==> config.mk <==
export PLATFORM = sky130hd
export DESIGN_NAME = weighted_rr_arbiter
export DESIGN_NICKNAME = d
export VERILOG_FILES = /design/src/rtl/wrr_pkg.sv /design/src/rtl/rr_pick.sv /design/src/rtl/weighted_rr_arbiter.sv
export SDC_FILE = /design/constraint.sdc
export NUM_CORES = 1
export LEC_CHECK = 0
export BUFFER_PORTS_ARGS = -buffer_cell sky130_fd_sc_hd__buf_4
export CELL_PAD_IN_SITES_DETAIL_PLACEMENT = 0
export CELL_PAD_IN_SITES_GLOBAL_PLACEMENT = 2
export CORE_AREA = 2 2 63 65
export CTS_BUF_LIST = sky130_fd_sc_hd__clkbuf_16
export CTS_CLUSTER_SIZE = 14
export DETAILED_ROUTE_END_ITERATION = 7
export DIE_AREA = 0 0 65 67
export GPL_ROUTABILITY_DRIVEN = 0
export PLACE_DENSITY = 0.87
export SLEW_MARGIN = 20
export SYNTH_ARGS = -nofsm -noshare
export SYNTH_HDL_FRONTEND = slang
export SYNTH_SLANG_ARGS = --single-unit
==> constraint.sdc <==
create_clock -name clk -period 2.2 [get_ports clk]
set_clock_uncertainty 0.1 [all_clocks]
set_input_delay 0.44 -clock clk [delete_from_list [all_inputs] [get_ports clk]]
set_output_delay 0.44 -clock clk [all_outputs]
set_load 0.01 [all_outputs]
==> src/rtl/wrr_pkg.sv <==
// Shared types and helpers for the weighted round-robin arbiter family.
// The optional burst lock is enabled by defining WRR_LOCK_EN.
package wrr_pkg;

    typedef enum logic [0:0] {
        IDLE  = 1'b0,
        GRANT = 1'b1
    } wrr_state_e;

    localparam int unsigned DEFAULT_REQUESTERS = 32'd4;
    localparam int unsigned DEFAULT_WEIGHT_W   = 32'd4;

    // Index increment that wraps back to zero at the modulus.
    function automatic int unsigned wrap_inc(input int unsigned idx, input int unsigned modulus);
        return ((idx + 32'd1) >= modulus) ? 32'd0 : (idx + 32'd1);
    endfunction

endpackage

==> src/rtl/rr_pick.sv <==
// Combinational rotated first-one finder: the first set request bit at or
// after the pointer, wrapping modulo REQUESTERS.
module rr_pick
    import wrr_pkg::*;
#(
    parameter int unsigned REQUESTERS = DEFAULT_REQUESTERS,
    localparam int unsigned IDX_W     = $clog2(REQUESTERS)
) (
    input  logic [REQUESTERS-1:0] request,
    input  logic [IDX_W-1:0]      pointer,
    output logic                  found,
    output logic [IDX_W-1:0]      index
);

    int unsigned pos_s;

    // Scan offsets from farthest to nearest so the nearest match wins.
    always_comb begin
        found = 1'b0;
        index = '0;
        pos_s = 32'd0;
        for (int i = int'(REQUESTERS) - 1; i >= 0; i--) begin
            pos_s = (32'(pointer) + 32'(i)) % REQUESTERS;
            if (request[pos_s]) begin
                found = 1'b1;
                index = IDX_W'(pos_s);
            end else begin
                found = found;
            end
        end
    end

endmodule

==> src/rtl/weighted_rr_arbiter.sv <==
// N-way weighted round-robin arbiter with burst tenancy of up to weight[i] cycles.
// Define WRR_LOCK_EN to add the per-requester lock input that pins the current owner.
module weighted_rr_arbiter
    import wrr_pkg::*;
#(
    parameter int unsigned REQUESTERS = DEFAULT_REQUESTERS,
    parameter int unsigned WEIGHT_W   = DEFAULT_WEIGHT_W,
    localparam int unsigned IDX_W     = $clog2(REQUESTERS)
) (
    input  logic                           clk,
    input  logic                           reset,
`ifdef WRR_LOCK_EN
    input  logic [REQUESTERS-1:0]          lock,
`endif
    input  logic [REQUESTERS-1:0]          request,
    input  logic [REQUESTERS*WEIGHT_W-1:0] weight,
    output logic [REQUESTERS-1:0]          grant,
    output logic                           grant_valid,
    output logic [IDX_W-1:0]               grant_index,
    output logic [WEIGHT_W-1:0]            credit
);

    wrr_state_e              state_r,       state_n_s;
    logic [IDX_W-1:0]        pointer_r,     pointer_n_s;
    logic [REQUESTERS-1:0]   grant_r,       grant_n_s;
    logic                    grant_valid_r, grant_valid_n_s;
    logic [IDX_W-1:0]        grant_index_r, grant_index_n_s;
    logic [WEIGHT_W-1:0]     credit_r,      credit_n_s;

    logic                    pick_found_s;
    logic [IDX_W-1:0]        pick_index_s;
    logic [WEIGHT_W-1:0]     pick_weight_raw_s;
    logic [WEIGHT_W-1:0]     pick_weight_s;
    logic                    owner_req_s;
    logic                    lock_hold_s;

    rr_pick #(
        .REQUESTERS (REQUESTERS)
    ) u_pick (
        .request (request),
        .pointer (pointer_r),
        .found   (pick_found_s),
        .index   (pick_index_s)
    );

    // A zero weight still buys one cycle of tenancy.
    assign pick_weight_raw_s = weight[32'(pick_index_s)*WEIGHT_W +: WEIGHT_W];
    assign pick_weight_s     = (pick_weight_raw_s == '0) ? WEIGHT_W'(1) : pick_weight_raw_s;
    assign owner_req_s       = request[grant_index_r];

`ifdef WRR_LOCK_EN
    assign lock_hold_s = lock[grant_index_r] & owner_req_s;
`else
    assign lock_hold_s = 1'b0;
`endif

    // Next-state: hold the burst, hand over without a bubble, or fall idle.
    always_comb begin
        state_n_s       = state_r;
        pointer_n_s     = pointer_r;
        grant_n_s       = grant_r;
        grant_valid_n_s = grant_valid_r;
        grant_index_n_s = grant_index_r;
        credit_n_s      = credit_r;
        case (state_r)
            IDLE: begin
                if (pick_found_s) begin
                    state_n_s                 = GRANT;
                    grant_n_s                 = '0;
                    grant_n_s[pick_index_s]   = 1'b1;
                    grant_valid_n_s           = 1'b1;
                    grant_index_n_s           = pick_index_s;
                    credit_n_s                = pick_weight_s;
                    pointer_n_s               = IDX_W'(wrap_inc(32'(pick_index_s), REQUESTERS));
                end else begin
                    state_n_s = IDLE;
                end
            end
            GRANT: begin
                if (lock_hold_s) begin
                    credit_n_s = credit_r;
                end else if (owner_req_s && (credit_r > WEIGHT_W'(1))) begin
                    credit_n_s = credit_r - WEIGHT_W'(1);
                end else if (pick_found_s) begin
                    grant_n_s               = '0;
                    grant_n_s[pick_index_s] = 1'b1;
                    grant_valid_n_s         = 1'b1;
                    grant_index_n_s         = pick_index_s;
                    credit_n_s              = pick_weight_s;
                    pointer_n_s             = IDX_W'(wrap_inc(32'(pick_index_s), REQUESTERS));
                end else begin
                    state_n_s       = IDLE;
                    grant_n_s       = '0;
                    grant_valid_n_s = 1'b0;
                    credit_n_s      = '0;
                end
            end
            default: begin
                state_n_s       = IDLE;
                grant_n_s       = '0;
                grant_valid_n_s = 1'b0;
                credit_n_s      = '0;
            end
        endcase
    end

    // State and registered outputs, cleared asynchronously by reset.
    always_ff @(posedge clk or posedge reset) begin
        if (reset) begin
            state_r       <= IDLE;
            pointer_r     <= '0;
            grant_r       <= '0;
            grant_valid_r <= 1'b0;
            grant_index_r <= '0;
            credit_r      <= '0;
        end else begin
            state_r       <= state_n_s;
            pointer_r     <= pointer_n_s;
            grant_r       <= grant_n_s;
            grant_valid_r <= grant_valid_n_s;
            grant_index_r <= grant_index_n_s;
            credit_r      <= credit_n_s;
        end
    end

    assign grant       = grant_r;
    assign grant_valid = grant_valid_r;
    assign grant_index = grant_index_r;
    assign credit      = credit_r;

endmodule

==> summary.txt, run 1 <==
Setup path
  • Required @ worst endpoint: 2.27 ns
  • Crit Path Class: flop to flop
  • Worst Setup Start Kind: flop
  • Critical path fanouts, max: 6
  • CP endpoint kind: flop
  • Arr. time, crit path: 2.11 ns

Timing
  • Final period utilization: 0.927
  • Max Freq: 490 MHz
  • RSZ-0062 raised after global routing: no
  • Final TNS setup: 0 ns
  • Final hold slack: 0.150 ns
  • Final Hold Vio Count: 0
  • Final setup fails: 0
  • Slew @ Worst Pin: about 0.55 ns
  • Pins Over Slew Limit: 0
  • Slew Limit Headroom: 0.636
  • Final Critical Period: 2.04 ns

Drt
  • DRC Markers: 0
  • Vias per cell: 4.89
  • DR pass1 iterations: 6
  • WL/cell: around 13 µm
  • Post-route ant nets: 0
  • Vias: around 1000
  • Wirelength, routed: 2650 µm
  • Iter 0 DRT Violations: between 40 and 50

Clock tree
  • Root buffer cell: clkbuf_16
  • Clock Tree Buf Depth: 2
  • Worst-Skew Late Latency: between 0.2 and 0.25 ns
  • Hold buffers post-CTS: 0
  • Num CTS Buffers: 3
  • CTS tree: built
  • Htree depth: 1
  • Clk sinks: 14
  • Clock Pin Slew Worst Setup and Hold Paths: roughly 0.050 ns

Die
  • Die Y: 67 µm
  • Die area: 0.00436 mm²
  • Initial core utilization: 0.272
  • Total core area: 0.00361 mm²
  • Row Count: 22
  • Io pins: 33
  • Die width: 65 µm

Global route
  • Vias in the first global route: 983
  • First-pass GRT wire length: 4380 µm
  • Grt ovf: 0
  • Initial antenna violation count: 0
  • Overall global routing resource usage: 0.130
  • Largest net degree at the start of global routing: 15

Cells and area
  • Commonest non-fill, non-tap cell in the layout: buf_4
  • Most frequent cells in the layout: 42 x buf_4, 17 x nand2_1, 16 x o21ai_0
  • Layout area overhead: 43.9%
  • Cell Count, Final, Fillers Out: 204
  • Antenna Cells: 0
  • Fin area: 0.00141 mm²
  • Share of cells above drive strength 1: 0.327
  • Final-stage net count: about 190

Synthesis
  • FFs w/ async S/R, synth: 1.00
  • Area leader, netlist: dfrtp_1
  • Synth Register Bits: 14
  • Average instance area after synthesis: 8.46 µm²
  • Seq/Total Area, Yosys: 0.357
  • Synth top area share: 0.357
  • Yosys warning count: 0
  • Synthesized instance count: 116
  • Ys flop type: dfrtp_1
  • Synth unique cells: 33
  • Cell Area, Synth: 981 µm²
  • Syn_nets: roughly 140
  • Top cells by area, synth: dfrtp_1 36%, o21ai_0 8.2%, ha_1 7.7%, nand3_1 6.6%, nand2_1 6.5%
  • Post-synth EDFFs: 0

Placed design
  • Placed cell area: 0.00133 mm²
  • Dpl hpwl: roughly 2200 µm
  • Dpl cells: 201
  • IO buf count: 32

Outcome
  • Run status: finished, final reports clean

Power
  • VDD IR max: 320 µV
  • Pwr Density: 1350 mW/mm²
  • Leak: slightly below 0.7 nW
  • Tot Pwr: 1.91 mW

Worst hold path
  • Hold Crit Class: primary input to asynchronous set/reset pin

Job
  • Maxcap violations: 0
layer usage:
layer / up-vias / global-route usage / wire [µm]
met5: - / 0 / 0
met3: 0 / 0.0152 / 83
met2: 25 / 0.233 / 1330
met4: 0 / 0.0399 / 0
li1: 501 / - / -
met1: 472 / 0.162 / 1240
path summary, 6_finish.rpt:
kind	start	to	slack, ns	depth (start not counted)
max in group asynchronous	reset	pointer_r[1]$_DFFE_PP0P_	1.46	2
min in group clk	grant_valid$_DFFE_PP0P_	grant_valid$_DFFE_PP0P_	0.39	2
worst min-delay path	reset	grant_valid$_DFFE_PP0P_	0.15	2
worst min register to register	grant_valid$_DFFE_PP0P_	grant_valid$_DFFE_PP0P_	0.39	2
worst max register to register	pointer_r[1]$_DFFE_PP0P_	credit[0]$_DFFE_PP0P_	0.16	8
worst max-delay path	pointer_r[1]$_DFFE_PP0P_	credit[0]$_DFFE_PP0P_	0.16	8
through the flow:
stage          setup WS (ns)   util
4_1_cts               0.0629  0.389
3_5_place_dp         -0.0271  0.368
2_1_floorplan          0.157      -
6_report               0.160  0.391
3_3_place_gp          0.0162  0.368
5_1_grt               0.0122  0.391
worst max-delay path, cell delays in order (launching register included):
cell,delay (ns)
dfrtp_2,0.40
mux2i_1,0.19
nor2_1,0.05
or3_1,0.43
clkinv_4,0.09
nand3_2,0.06
a222oi_1,0.41
o211ai_1,0.14
o21ai_1,0.08
logic make-up (layout without fill, tap and decap cells):
family | after synthesis | after routing | share of synthesized area
and+or+nand+nor | 47 | 47 | 0.236
AOI/OAI and AO/OA | 35 | 35 | 0.236
buffers and inverters | 12 | 52 | 0.0612
DFF | 14 | 14 | 0.357
adders and majority gates | 6 | 6 | 0.0765
muxes | 2 | 2 | 0.0332
Yosys cell counts, types with 2 or more instances:
library cell  instances
nand3_1              13
nor2b_1               4
a22o_1                4
buf_2                 2
nor2_1                3
ha_1                  6
and3_1                2
clkbuf_1              2
o211ai_1              4
or3_1                 2
inv_1                 6
nand2b_1              2
dfrtp_1              14
o21ai_0              16
o21ai_1               2
nand2_1              17
repair_timing:
action / CTS / global route
buffers inserted: 0 / 0
gates resized for setup: 0 / 2
setup endpoints to repair: 0 / 12
where the power goes:
part | total [mW] | switching (mW) | internal, mW
registers | 0.486 | 0.106 | 0.380
logic | 1.09 | 0.559 | 0.532
clock network | 0.335 | 0.0977 | 0.237
final cells by class:
type | instances | area, µm²
Fill cell | 361 | 2190
Multi-Input combinational cell | 90 | 578
Sequential cell | 14 | 352
Timing Repair Buffer | 42 | 315
Clock buffer | 3 | 75.1
Tap cell | 48 | 60.1
Inverter | 7 | 31.3
state kept, by name, indices dropped and copies added, names as in the netlist:
register and cells:
state_r 1, grant_valid 1, grant 4, credit 4
pointer_r 2, grant_index 2
Note: power is estimated with default switching activity, not from simulation.
==> run 2, diff against run 1 <==
- REMOVE_ABC_BUFFERS: not set -> 1
==> summary.txt, run 2 (synthesis gave the netlist of run 1 again) <==
Outcome
  • Run status: finished, final reports clean

Cells and area
  • Commonest non-fill, non-tap cell in the layout: buf_4
  • Antenna Cells: 0 (unchanged)
  • Share of cells above drive strength 1: 0.338 (+0.0107)
  • Final-stage net count: 187 (+0.54%)
  • Seq. cell area: 352 µm² (unchanged)
  • Multi-input gate area: 577 µm² (-0.22%)
  • Most frequent cells in the layout: 43 x buf_4, 17 x nand2_1, 16 x o21ai_0
  • Fillers: 365 (+1.1%)
  • Layout area overhead: 44.5%

Placed design
  • IO buf count: 32 (unchanged)
  • Dpl hpwl: 2270 µm (+3.4%)

Worst hold path
  • Hold Crit Class: primary input to asynchronous set/reset pin

Timing
  • Final Hold Vio Count: 0 (unchanged)
  • Slew @ Worst Pin: 0.551 ns (+0.00539 ns)
  • Max Freq: 497 MHz (+1.4%)
  • Slew Limit Headroom: 0.633 (-0.00360)
  • Final period utilization: 0.914 (-0.0128)
  • Pins Over Slew Limit: 0 (unchanged)
  • Final hold slack: 0.153 ns (+0.00315 ns)
  • Final Critical Period: 2.01 ns (-0.0281 ns)
  • Final setup fails: 0 (unchanged)
  • RSZ-0062 raised after global routing: no

Power
  • Register share of total power: 0.253 (about the same)
  • Leak: 0.687 nW (+0.71%)
  • Pwr Density: 1380 mW/mm² (+1.8%)
  • Sw frac: 0.399 (about the same)
  • Psw: 0.781 mW (+2.3%)
  • Logic pwr share: 0.576 (+0.005)
  • Int Power: 1.17 mW (+2.2%)
  • Clock Power Share: 0.170 (-0.005)
  • VDD IR max: 465 µV (+46%)
  • Tot Pwr: 1.96 mW (+2.3%)

Setup path
  • Reg-to-reg startpoint: pointer_r[1]$_DFFE_PP0P_
  • Reg2reg setup slack: 0.19 ns (+0.03 ns)
  • Reg-to-Reg End: credit[0]$_DFFE_PP0P_
  • CP cell instances: mux2i_1 -> nor2_1 -> or3_4 -> clkinv_4 -> nand3_2 -> a222oi_1 -> o211ai_1 -> o21ai_1
  • Worst Setup Start Kind: flop
  • Worst path slowest cell: a222oi_1
  • Required @ worst endpoint: 2.26 ns (about the same)
  • Depth of the worst register-to-register path: 8 (unchanged)
  • Crit. Startpoint: pointer_r[1]$_DFFE_PP0P_
  • CP endpoint kind: flop
  • Crit Path Class: flop to flop
  • Arr. time, crit path: 2.08 ns (-0.03 ns)
  • CP endpoint: credit[0]$_DFFE_PP0P_
  • Crit-path max cell delay: 0.41 ns (-0.02 ns)
  • Critical path fanouts, max: 5 (-1)

Drt
  • DR pass1 iterations: 4 (-2)
  • Post-route ant nets: 0 (unchanged)
  • Vias: 1037 (+3.9%)
  • Iter 0 DRT Violations: 48 (+6.7%)
  • WL/cell: 14.1 µm (+8.5%)
  • DRC Markers: 0 (unchanged)
  • Wirelength, routed: 2890 µm (+9.1%)
  • Vias per cell: 5.06 (+3.4%)

Clock tree
  • Clock Pin Slew Worst Setup and Hold Paths: 0.05 ns (about the same)
  • Clock Tree Buf Depth: 2 (unchanged)
  • Htree depth: 1 (unchanged)
  • Clk sinks: 14 (unchanged)
  • Num CTS Buffers: 3 (unchanged)
  • Root buffer cell: clkbuf_16
  • Worst-Skew Late Latency: 0.24 ns (about the same)
  • CTS tree: built

Global route
  • Initial antenna violation count: 0 (unchanged)
  • Largest net degree at the start of global routing: 15 (unchanged)
  • Grt ovf: 0 (unchanged)
  • First-pass GRT wire length: 4740 µm (+8.2%)
  • Vias in the first global route: 1007 (+2.4%)
  • Overall global routing resource usage: 0.141 (+0.0112)

Job
  • Maxcap violations: 0 (unchanged)

Die
  • Total core area: 0.00361 mm² (unchanged)
  • Row Count: 22 (unchanged)
  • Die Y: 67 µm (unchanged)
  • Initial core utilization: 0.272 (unchanged)
  • Die width: 65 µm (unchanged)
  • Die area: 0.00436 mm² (unchanged)
  • Io pins: 33 (unchanged)
run 2: power groups by stage:
stage | registers [mW] | clock network, mW | logic [mW]
after floorplan | 0.511 | 0 | 0.591
after global placement | 0.487 | 0 | 1.08
after detailed placement | 0.496 | 0 | 1.10
after CTS | 0.496 | 0.338 | 1.11
after global routing | 0.514 | 0.355 | 1.25
final | 0.496 | 0.333 | 1.13
run 2: worst min path at each step:
| stage | startpoint | endpoint | slack [ns] | cells after the start |
|---|---|---|---|---|
| floorplan | reset | credit[0]$_DFFE_PP0P_ | 0.23 | 1 |
| global placement | grant_valid$_DFFE_PP0P_ | grant_valid$_DFFE_PP0P_ | 0.36 | 2 |
| detailed placement | grant_valid$_DFFE_PP0P_ | grant_valid$_DFFE_PP0P_ | 0.38 | 2 |
| CTS | reset | credit[3]$_DFFE_PP0P_ | 0.18 | 2 |
| global route | reset | credit[3]$_DFFE_PP0P_ | 0.22 | 2 |
| finish | reset | pointer_r[0]$_DFFE_PP0P_ | 0.15 | 2 |
run 2: critical path: cells and delay by family, from the launching register on:
family                 cells  cell delay [ns]
multiplexers               1             0.19
flip-flops                 1             0.40
AO/OA/AOI/OAI              3             0.64
AND/OR/NAND/NOR            3             0.52
buffers and inverters      1             0.07
run 2: timing repair:
item                       CTS  global route
resized for setup            0             3
buffers inserted             0             1
setup endpoints to repair    0             1
hold buffers                 0             0
run 2: layout make-up:
type | count | area share
clock buffers | 3 | 0.0530
inverters | 7 | 0.0221
multi-input cells | 90 | 0.407
flip-flops and latches | 14 | 0.248
well taps | 48 | 0.0424
repair buffers | 43 | 0.228
run 2: routing by layer:
metal | up-vias | share of wire | GRT usage
met2 | 38 | 0.46 | 0.224
li1 | 504 | - | -
met3 | 6 | 0.051 | 0.0186
met5 | - | 0 | 0
met4 | 0 | 0.018 | 0.0559
met1 | 489 | 0.47 | 0.193
run 2: through the flow:
stage | instance area [µm²] | TNS, ns | utilization | instances | worst slack (ns)
finish | 1420 | 0 | 0.393 | 205 | 0.188
global route | 1420 | 0 | 0.393 | 205 | 0.0114
CTS | 1400 | 0 | 0.389 | 204 | 0.112
detailed placement | 1330 | -0.0241 | 0.368 | 201 | -0.0241
global placement | 1330 | 0 | 0.368 | 201 | 0.0131
floorplan | 952 | -0.148 | - | 111 | -0.139
==> run 3, diff against run 2 <==
- ABC_AREA: not set -> 1
- CORE_AREA: 2 2 63 65 -> 2 2 68 70
- DIE_AREA: 0 0 65 67 -> 0 0 70 72
- PLACE_DENSITY: 0.87 -> 0.86
==> summary.txt, run 3 <==
Outcome
  • Run status: finished, final reports clean

Cells and area
  • Most frequent cells in the layout: 44 x nand2_1, 41 x buf_4, 21 x nand3_1
  • Multi-input gate area: 677 µm² (+17%)
  • Commonest non-fill, non-tap cell in the layout: nand2_1
  • Layout area overhead: 40.1%
  • Antenna Cells: 0 (unchanged)
  • Share of cells above drive strength 1: 0.330 (-0.00763)
  • Seq. cell area: 352 µm² (unchanged)
  • Final-stage net count: 227 (+21%)
  • Fillers: 479 (+31%)
  • Fin area: 0.00156 mm² (+10%)

Power
  • Logic pwr share: 0.713 (+0.137)
  • Clock Power Share: 0.112 (-0.058)
  • Sw frac: 0.490 (+0.0909)
  • Pwr Density: 1930 mW/mm² (+40%)
  • Leak: 0.838 nW (+22%)
  • Int Power: 1.54 mW (+31%)
  • Register share of total power: 0.175 (-0.078)
  • VDD IR max: 592 µV (+27%)
  • Psw: 1.48 mW (+89%)

Drt
  • Met2 routed WL: 1250 µm (-6.6%)
  • WL met1: 1380 µm (+1.8%)
  • DR top layer: met4
  • Vias: 1121 (+8.1%)
  • Routed met3 length: 158 µm (+8.2%)
  • Vias per cell: 4.50 (-11%)
  • DRC Markers: 0 (unchanged)
  • Post-route ant nets: 0 (unchanged)
  • DR pass1 iterations: 4 (unchanged)
  • Iter 0 DRT Violations: 37 (-23%)
  • WL/cell: 11.3 µm (-19%)
  • Wirelength, routed: 2830 µm (-2.2%)

Timing
  • Final TNS setup: 0 ns (unchanged)
  • Final Critical Period: 2.05 ns (+0.0379 ns)
  • Pins Over Slew Limit: 0 (unchanged)
  • Final period utilization: 0.932 (+0.0172)
  • RSZ-0062 raised after global routing: yes
  • Max Freq: 488 MHz (-1.9%)
  • Slew @ Worst Pin: 0.547 ns (-0.00339 ns)
  • Final Hold Vio Count: 0 (unchanged)
  • Slew Limit Headroom: 0.635 (+0.00226)
  • Final setup fails: 0 (unchanged)

Synthesis
  • Commonest cells in the netlist: 45 x nand2_1, 22 x nand3_1, 20 x inv_1, 14 x dfrtp_1, 13 x o21ai_0
  • Synthesized instance count: 155 (+34%)
  • Ys flop type: dfrtp_1
  • Synth unique cells: 25 (-24%)
  • Yosys warning count: 0 (unchanged)
  • Top cells by area, synth: dfrtp_1 31%, nand2_1 15%, nand3_1 9.9%, ha_1 6.7%, inv_1 6.7%
  • Post-synth EDFFs: 0 (unchanged)
  • Synth Register Bits: 14 (unchanged)
  • Top-count cell post-synth: nand2_1
  • Cell Area, Synth: 0.00111 mm² (+14%)
  • FFs w/ async S/R, synth: 1.00 (unchanged)
  • Average instance area after synthesis: 7.18 µm² (-15%)
  • Seq/Total Area, Yosys: 0.315 (-0.0425)
  • Synth top area share: 0.315 (-0.0425)
  • Area leader, netlist: dfrtp_1

Setup path
  • Most used cell, CP: nand2_1
  • Crit-path max cell delay: 0.45 ns (+0.04 ns)
  • Arr. time, crit path: 2.08 ns (about the same)
  • Depth of the worst register-to-register path: 15 (+7)
  • Required @ worst endpoint: 2.23 ns (-0.03 ns)
  • Worst path slowest cell: dfrtp_2
  • Critical path fanouts, max: 12 (+7)
  • Crit Path Class: flop to flop
  • CP cell instances: buf_4 -> nand2_2 -> nand3_1 -> nand2_1 -> nand3_2 -> nand2_2 -> nand2_4 -> nand2_4 -> nand2_1 -> nand3_1 -> nand2_1 -> nand3_1 -> nand2_1 -> nand2_1 -> a21oi_2
  • Worst Setup Start Kind: flop
  • CP endpoint kind: flop

Die
  • Die width: 70 µm (+7.7%)
  • Die area: 0.00504 mm² (+16%)
  • Total core area: 0.00426 mm² (+18%)
  • Initial core utilization: 0.261 (-0.0109)
  • Row Count: 24 (+9.1%)
  • Die Y: 72 µm (+7.5%)
  • Io pins: 33 (unchanged)

Clock tree
  • Num CTS Buffers: 3 (unchanged)
  • Htree depth: 1 (unchanged)
  • Hold buffers post-CTS: 0 (unchanged)
  • CTS tree: built
  • Worst-Skew Late Latency: 0.24 ns (about the same)
  • Clock Pin Slew Worst Setup and Hold Paths: 0.04 ns (about the same)
  • Clk sinks: 14 (unchanged)
  • Root buffer cell: clkbuf_16
  • Clock Tree Buf Depth: 2 (unchanged)

Global route
  • Overall global routing resource usage: 0.113 (-0.0284)
  • Initial antenna violation count: 0 (unchanged)
  • Vias in the first global route: 1051 (+4.4%)
  • Largest net degree at the start of global routing: 15 (unchanged)
  • First-pass GRT wire length: 4650 µm (-1.9%)
  • Grt ovf: 0 (unchanged)

Placed design
  • IO buf count: 32 (unchanged)
  • Placed cell area: 0.00146 mm² (+9.7%)
  • Dpl hpwl: 2300 µm (+1.3%)

Worst hold path
  • Hold Crit Class: primary input to asynchronous set/reset pin

Job
  • Maxcap violations: 0 (unchanged)
## run 3: final timing paths
path	startpoint	slack, ns	to
worst min-delay path	reset	0.15	grant_index[0]$_DFFE_PP0P_
worst min register to register	grant[0]$_DFFE_PP0P_	0.40	grant[0]$_DFFE_PP0P_
min in group clk	grant[0]$_DFFE_PP0P_	0.40	grant[0]$_DFFE_PP0P_
worst max register to register	pointer_r[0]$_DFFE_PP0P_	0.15	credit[0]$_DFFE_PP0P_
worst max-delay path	pointer_r[0]$_DFFE_PP0P_	0.15	credit[0]$_DFFE_PP0P_
max in group asynchronous	reset	1.46	pointer_r[0]$_DFFE_PP0P_
## run 3: layer usage
layer | vias to the layer above | track usage
li1 | 588 | -
met1 | 495 | 0.161
met2 | 34 | 0.170
met3 | 4 | 0.0181
met4 | 0 | 0.0470
met5 | - | 0
## run 3: layout make-up
type | count | area share
Sequential cell | 14 | 0.225
Timing Repair Buffer | 41 | 0.197
Inverter | 22 | 0.0537
Tap cell | 52 | 0.0417
Clock buffer | 3 | 0.0481
Multi-Input combinational cell | 117 | 0.434
## run 3: timing repair
item / CTS / global route
resized for setup: 0 / 6
endpoints found under the setup margin: 0 / 9
hold endpoints to repair: 0 / 0
buffers inserted: 0 / 1
## run 3: worst max-delay path: cells and delay by family (launching register included)
family / cells / cell delay [ns]
simple gates: 13 / 1.18
flops: 1 / 0.45
buf+inv: 1 / 0.17
compound gates: 1 / 0.05
## run 3: stage by stage
stage,std cells,total power [mW],hold WS [ns],utilization,setup WS (ns)
finish,249,3.02,0.147,0.366,0.150
global route,249,3.37,0.208,0.366,-0.0401
CTS,248,2.99,0.180,0.359,0.0336
detailed placement,245,2.64,0.394,0.342,0.0160
global placement,245,2.63,0.389,0.342,0.0113
floorplan,153,1.93,0.229,-,0.191
## run 3: logic make-up (layout without fill, tap and decap cells)
family / after synthesis / after routing / share of synthesized area
and+or+nand+nor: 82 / 82 / 0.360
AOI/OAI and AO/OA: 26 / 26 / 0.133
buffers and inverters: 24 / 66 / 0.0955
adders and majority gates: 6 / 6 / 0.0674
xor gates and xnor gates: 3 / 3 / 0.0303
DFF: 14 / 14 / 0.315
## run 3: power by group through the flow
stage	logic (mW)	clock network, mW	registers, mW
after floorplan	1.36	0	0.566
after global placement	2.10	0	0.529
after detailed placement	2.10	0	0.532
after CTS	2.12	0.346	0.528
after global routing	2.46	0.356	0.552
final	2.15	0.338	0.527
